## config.mk

```make
export PLATFORM = sky130hd
export DESIGN_NAME = alu_mul_seq
export DESIGN_NICKNAME = d
export VERILOG_FILES = /design/src/rtl/alu_mul_seq.sv
export SDC_FILE = /design/constraint.sdc
export NUM_CORES = 1
export LEC_CHECK = 0
export ABC_AREA = 1
export CELL_PAD_IN_SITES_DETAIL_PLACEMENT = 0
export CELL_PAD_IN_SITES_GLOBAL_PLACEMENT = 1
export CORE_UTILIZATION = 39
export DETAILED_ROUTE_END_ITERATION = 10
export GPL_TIMING_DRIVEN = 0
export HOLD_SLACK_MARGIN = 0.08
export PLACE_DENSITY = 0.95
export SLEW_MARGIN = 20
export SYNTH_ARGS = -nofsm -noshare
export SYNTH_HDL_FRONTEND = slang
export SYNTH_SLANG_ARGS = --single-unit
```

## constraint.sdc

```tcl
create_clock -name clk -period 5.6 [get_ports clk]
set_input_delay 1.68 -clock clk [delete_from_list [all_inputs] [get_ports clk]]
set_output_delay 1.68 -clock clk [all_outputs]
set_load 0.01 [all_outputs]
```

## src/rtl/alu_mul_seq.sv

```systemverilog
// Sequential 16x16 unsigned shift-add multiplier that uses the shared ALU for every add.
// Optional MUL_ZERO_BYPASS_EN: a zero operand finishes in one cycle without ALU use.
module alu_mul_seq #(
  parameter logic [3:0] OP_ADD = 4'b1000,
  parameter logic [3:0] OP_SCO = 4'b1100,
  parameter int         NBITS  = 16
) (
  input  logic             clk,
  input  logic             rst_n,
  input  logic             start,
  input  logic [NBITS-1:0] a,
  input  logic [NBITS-1:0] b,
  output logic             busy,
  output logic             done,
  output logic [NBITS-1:0] prod_hi,
  output logic [NBITS-1:0] prod_lo,
  output logic [NBITS-1:0] alu_A,
  output logic [NBITS-1:0] alu_B,
  output logic [3:0]       alu_Op,
  output logic             alu_Cin,
  output logic             alu_invA,
  output logic             alu_invB,
  output logic             alu_sign,
  input  logic [NBITS-1:0] alu_Out
);

  localparam int CNT_W = $clog2(NBITS);
  localparam logic [CNT_W-1:0] CNT_LAST = CNT_W'(NBITS - 1);

  localparam logic [1:0] S_IDLE  = 2'd0;
  localparam logic [1:0] S_ADD   = 2'd1;
  localparam logic [1:0] S_CARRY = 2'd2;
  localparam logic [1:0] S_DONE  = 2'd3;

  logic [1:0]       state_q,   state_d;
  logic [NBITS-1:0] mcand_q,   mcand_d;
  logic [NBITS-1:0] mplr_q,    mplr_d;
  logic [NBITS-1:0] acc_hi_q,  acc_hi_d;
  logic [NBITS-1:0] sum_q,     sum_d;
  logic [CNT_W-1:0] cnt_q,     cnt_d;
  logic [NBITS-1:0] prod_hi_q, prod_hi_d;
  logic [NBITS-1:0] prod_lo_q, prod_lo_d;

  logic             shift_s;
  logic             sh_top_s;
  logic [NBITS-1:0] sh_src_s;
  logic [NBITS-1:0] alu_a_s;
  logic [NBITS-1:0] alu_b_s;
  logic [3:0]       alu_op_s;

  // Next-state, ALU drive and shift/accumulate decode
  always_comb begin
    state_d   = state_q;
    mcand_d   = mcand_q;
    mplr_d    = mplr_q;
    acc_hi_d  = acc_hi_q;
    sum_d     = sum_q;
    cnt_d     = cnt_q;
    prod_hi_d = prod_hi_q;
    prod_lo_d = prod_lo_q;
    shift_s   = 1'b0;
    sh_top_s  = 1'b0;
    sh_src_s  = acc_hi_q;
    alu_a_s   = '0;
    alu_b_s   = '0;
    alu_op_s  = OP_ADD;

    case (state_q)
      S_IDLE, S_DONE: begin
        if (start) begin
          mcand_d  = a;
          mplr_d   = b;
          acc_hi_d = '0;
          cnt_d    = '0;
`ifdef MUL_ZERO_BYPASS_EN
          if ((a == '0) || (b == '0)) begin
            prod_hi_d = '0;
            prod_lo_d = '0;
            state_d   = S_DONE;
          end else begin
            state_d = S_ADD;
          end
`else
          state_d = S_ADD;
`endif
        end else begin
          state_d = S_IDLE;
        end
      end
      S_ADD: begin
        if (mplr_q[0]) begin
          alu_a_s = acc_hi_q;
          alu_b_s = mcand_q;
          alu_op_s = OP_ADD;
          sum_d   = alu_Out;
          state_d = S_CARRY;
        end else begin
          shift_s  = 1'b1;
          sh_top_s = 1'b0;
          sh_src_s = acc_hi_q;
        end
      end
      S_CARRY: begin
        // Same operands again; SCO returns the carry the ADD cycle lost
        alu_a_s  = acc_hi_q;
        alu_b_s  = mcand_q;
        alu_op_s = OP_SCO;
        shift_s  = 1'b1;
        sh_top_s = alu_Out[0];
        sh_src_s = sum_q;
      end
      default: begin
        state_d = S_IDLE;
      end
    endcase

    if (shift_s) begin
      acc_hi_d = {sh_top_s, sh_src_s[NBITS-1:1]};
      mplr_d   = {sh_src_s[0], mplr_q[NBITS-1:1]};
      cnt_d    = cnt_q + CNT_W'(1);
      if (cnt_q == CNT_LAST) begin
        prod_hi_d = acc_hi_d;
        prod_lo_d = mplr_d;
        state_d   = S_DONE;
      end else begin
        state_d = S_ADD;
      end
    end else begin
      cnt_d = cnt_d;
    end
  end

  // State and datapath registers
  always_ff @(posedge clk or negedge rst_n) begin
    if (!rst_n) begin
      state_q   <= S_IDLE;
      mcand_q   <= '0;
      mplr_q    <= '0;
      acc_hi_q  <= '0;
      sum_q     <= '0;
      cnt_q     <= '0;
      prod_hi_q <= '0;
      prod_lo_q <= '0;
    end else begin
      state_q   <= state_d;
      mcand_q   <= mcand_d;
      mplr_q    <= mplr_d;
      acc_hi_q  <= acc_hi_d;
      sum_q     <= sum_d;
      cnt_q     <= cnt_d;
      prod_hi_q <= prod_hi_d;
      prod_lo_q <= prod_lo_d;
    end
  end

  assign busy     = (state_q == S_ADD) || (state_q == S_CARRY);
  assign done     = (state_q == S_DONE);
  assign prod_hi  = prod_hi_q;
  assign prod_lo  = prod_lo_q;
  assign alu_A    = alu_a_s;
  assign alu_B    = alu_b_s;
  assign alu_Op   = alu_op_s;
  assign alu_Cin  = 1'b0;
  assign alu_invA = 1'b0;
  assign alu_invB = 1'b0;
  assign alu_sign = 1'b0;

endmodule

```

==> out/qor.tcl <==
set qor(finalHoldViolations) 0
set qor(cts_tree) {done}
set qor(detailedPlace.worstSlack_ns) 1.79
set qor(fin_crit_ns) 4.17
set qor(clkSlewWorstSetupHoldPaths_ns) 0.07
set qor(crit_arrival_ns) 2.49
set qor(clock_power_share) 0.196
set qor(cell_internal_power_mw) 1.89
set qor(chipHeight_um) 111
set qor(maxCapViolations) 0
set qor(route.detailed.drc) 0
set qor(holdCritPathClass) {flop to flop}
set qor(fillers) 1062
set qor(crit_path_max_fanout) 10
set qor(placement_rows) 39
set qor(grt_setup_unrepaired) {no}
set qor(synth_seq_cells) 102
set qor(p_per_area_nw_per_um2) 503
set qor(synth.lib_cells_used.distinct) 28
set qor(layout_worst_path_cycle_share) 0.744
set qor(clock_tree.buffer_depth) 2
set qor(clock_tree.root_cell) {sky130_fd_sc_hd__clkbuf_16}
set qor(clock-sinks) 102
set qor(timing.rr.end) {acc_hi_q[4]}
set qor(layout-drive-gt1-share) 0.123
set qor(start_util) 0.403
set qor(post-layout-total-power_mw) 3.17
set qor(final_max_slew_viol_count) 0
set qor(sequentialPowerShare) 0.359
set qor(p_comb_frac) 0.445
set qor(p_switching_mw) 1.28
set qor(cts-hold-fix-buffers) 0
set qor(wire_per_inst_um) 14.8
set qor(synth_area_um2) 4620
set qor(worstSetupStartpoint) {state_q[0]}
set qor(detail_route.first_pass.iterations) 4
set qor(synth_seq_area_share) 0.553
set qor(critPathCaptureType) {primary output}
set qor(layout_common_cells) {sky130_fd_sc_hd__nand2_1 (181), sky130_fd_sc_hd__clkdlybuf4s50_1 (116), sky130_fd_sc_hd__dfrtp_1 (102), sky130_fd_sc_hd__nand3_1 (57), sky130_fd_sc_hd__o21ai_0 (23)}
set qor(rr_startpoint) {state_q[0]}
set qor(placement.cell_area_um2) 6020
set qor(grt_pass1_wl_um) 19800
set qor(yosys_warnings) 0
set qor(maxClockFrequency_mhz) 240
set qor(startpoint_type) {flop}
set qor(final_cell_area_um2) 6310
set qor(mostFrequentLayoutCell) {sky130_fd_sc_hd__nand2_1}
set qor(nets) 709
set qor(run_status) {completed}
set qor(wirelength_routed_um) 11800
set qor(initialDrtViolationCount) 248
set qor(worst_r2r_path_depth) 6
set qor(clock_tree.htree_level_count) 3
set qor(post-route-worst-setup-slack_ns) 1.43
set qor(critPathCapture) {alu_A[1]}
set qor(antenna_diode_count) 0
set qor(gp_congestion) 0.828
set qor(die-area_um2) 12300
set qor(initial_antenna_violation_count) 0
set qor(power.share.switching) 0.403
set qor(cts-buffers-inserted) 9
set qor(sequential_cell_area_um2) 2550
set qor(detailroute.via_count) 4051
set qor(place.detailed.hpwl_um) 8400
set qor(core-area_um2) 11500
set qor(globalRouteTotalUtil) 0.202
set qor(io-pin-count) 125
set qor(syn-mean-instance-area_um2) 8.90
set qor(final_core_utilization) 0.550
set qor(post_cts_setup_bufs) 0
set qor(post_cts.resized_instances) 0
set qor(grt-ovfl-total) 0
set qor(synthCells) 519
set qor(timing.clock.skew_ns) 0.00467
set qor(vdd_ir_drop_max_mv) 0.198
set qor(drtAntennaViolNets) 0
set qor(worstPathRequired_ns) 3.92
set qor(worstSkewPairLatency_ns) 0.34
set qor(setup_viol_count_final) 0
set qor(vias_per_cell) 5.06
set qor(p_leak_nw) 2.89
set qor(criticalPathCategory) {flop to primary output}
set qor(synthToLayoutAreaGrowth_pct) 36.5
set qor(area_of_combinational_cells_with_multiple_inputs_um2) 1750
set qor(first_global_vias) 4042
set qor(ff2ff_setup_slack_ns) 3.77
set qor(die_w_um) 111
set qor(grt_max_degree) 80
set qor(placement.io_buffers) 117
## per-stage QoR
step / hold slack, ns / std cells / setup TNS, ns
2_1_floorplan: 0.449 / 524 / 0
3_3_place_gp: 0.462 / 784 / -90.58
3_5_place_dp: 0.466 / 785 / 0
4_1_cts: 0.484 / 801 / 0
5_1_grt: 0.507 / 801 / 0
6_report: 0.477 / 801 / 0
## critical path: stages (launching register included)
cell                              delay [ns]
sky130_fd_sc_hd__dfrtp_1                0.43
sky130_fd_sc_hd__inv_1                  0.06
sky130_fd_sc_hd__ha_1                   0.33
sky130_fd_sc_hd__a21oi_1                0.40
sky130_fd_sc_hd__buf_2                  0.32
sky130_fd_sc_hd__nor3_1                 0.08
sky130_fd_sc_hd__clkdlybuf4s50_1        0.52
## cells in the mapped netlist (all sizes together)
| master | number | area share |
|---|---|---|
| a21oi | 3 | 0.0041 |
| buf | 35 | 0.048 |
| clkbuf | 2 | 0.0016 |
| conb | 2 | 0.0016 |
| dfrtp | 102 | 0.55 |
| ha | 5 | 0.014 |
| inv | 26 | 0.022 |
| mux2 | 16 | 0.039 |
| nand2 | 187 | 0.16 |
| nand3 | 58 | 0.066 |
| nand4 | 2 | 0.0027 |
| nor2 | 18 | 0.016 |
| nor3 | 16 | 0.017 |
| o21ai | 35 | 0.038 |
| o22ai | 10 | 0.014 |
| xnor2 | 1 | 0.0019 |
| xor2 | 1 | 0.0019 |
## layer usage
metal | vias up | track usage | part of all wire
met5 | - | 0 | 0
met1 | 1959 | 0.262 | 0.43
met4 | 0 | 0.0836 | 0.025
met2 | 137 | 0.327 | 0.49
met3 | 25 | 0.0437 | 0.051
li1 | 1930 | - | -
## area by class of cell
class / instances / share of cell area
tap: 143 / 0.0284
buffer: 37 / 0.0361
multi-input combinational: 359 / 0.278
sequential: 102 / 0.405
timing repair buffer: 118 / 0.190
inverter: 26 / 0.0163
clock inverter: 5 / 0.00913
clock buffer: 11 / 0.0369
## how the worst min path moves through the flow
stage | startpoint | endpoint | slack (ns) | cells after the start
final | prod_lo[10] | prod_lo[10] | 0.48 | 2
after CTS | mcand_q[6] | mcand_q[6] | 0.48 | 2
after floorplan | mcand_q[0] | mcand_q[0] | 0.45 | 2
after detailed placement | mcand_q[6] | mcand_q[6] | 0.47 | 2
after global routing | prod_lo[14] | prod_lo[14] | 0.51 | 2
after global placement | prod_lo[8] | prod_lo[8] | 0.46 | 2
## power by group through the flow
stage	sequential (mW)	combinational, mW	clock [mW]
6_report	1.14	1.41	0.621
5_1_grt	1.17	1.58	0.665
4_1_cts	1.14	1.43	0.635
3_5_place_dp	1.15	1.41	0
3_3_place_gp	1.14	1.36	0
2_1_floorplan	1.11	0.973	0
## flip-flops by register name, summed over array words and instances, names as in the netlist
signal / flops
cnt_q: 4
mplr_q: 16
mcand_q: 16
prod_hi: 16
sum_q: 16
prod_lo: 16
acc_hi_q: 16
state_q: 2
## kinds of logic after synthesis
| family | count (synthesis) | share of synthesized area |
|---|---|---|
| XOR/XNOR | 2 | 0.00379 |
| flip-flops | 102 | 0.553 |
| adder cells (fa/ha/maj) | 5 | 0.0135 |
| other | 2 | 0.00163 |
| multiplexers | 16 | 0.0390 |
| AO/OA/AOI/OAI | 48 | 0.0555 |
| buffers and inverters | 63 | 0.0715 |
| AND/OR/NAND/NOR | 281 | 0.262 |
No activity file was read; power rests on OpenSTA's default activity.
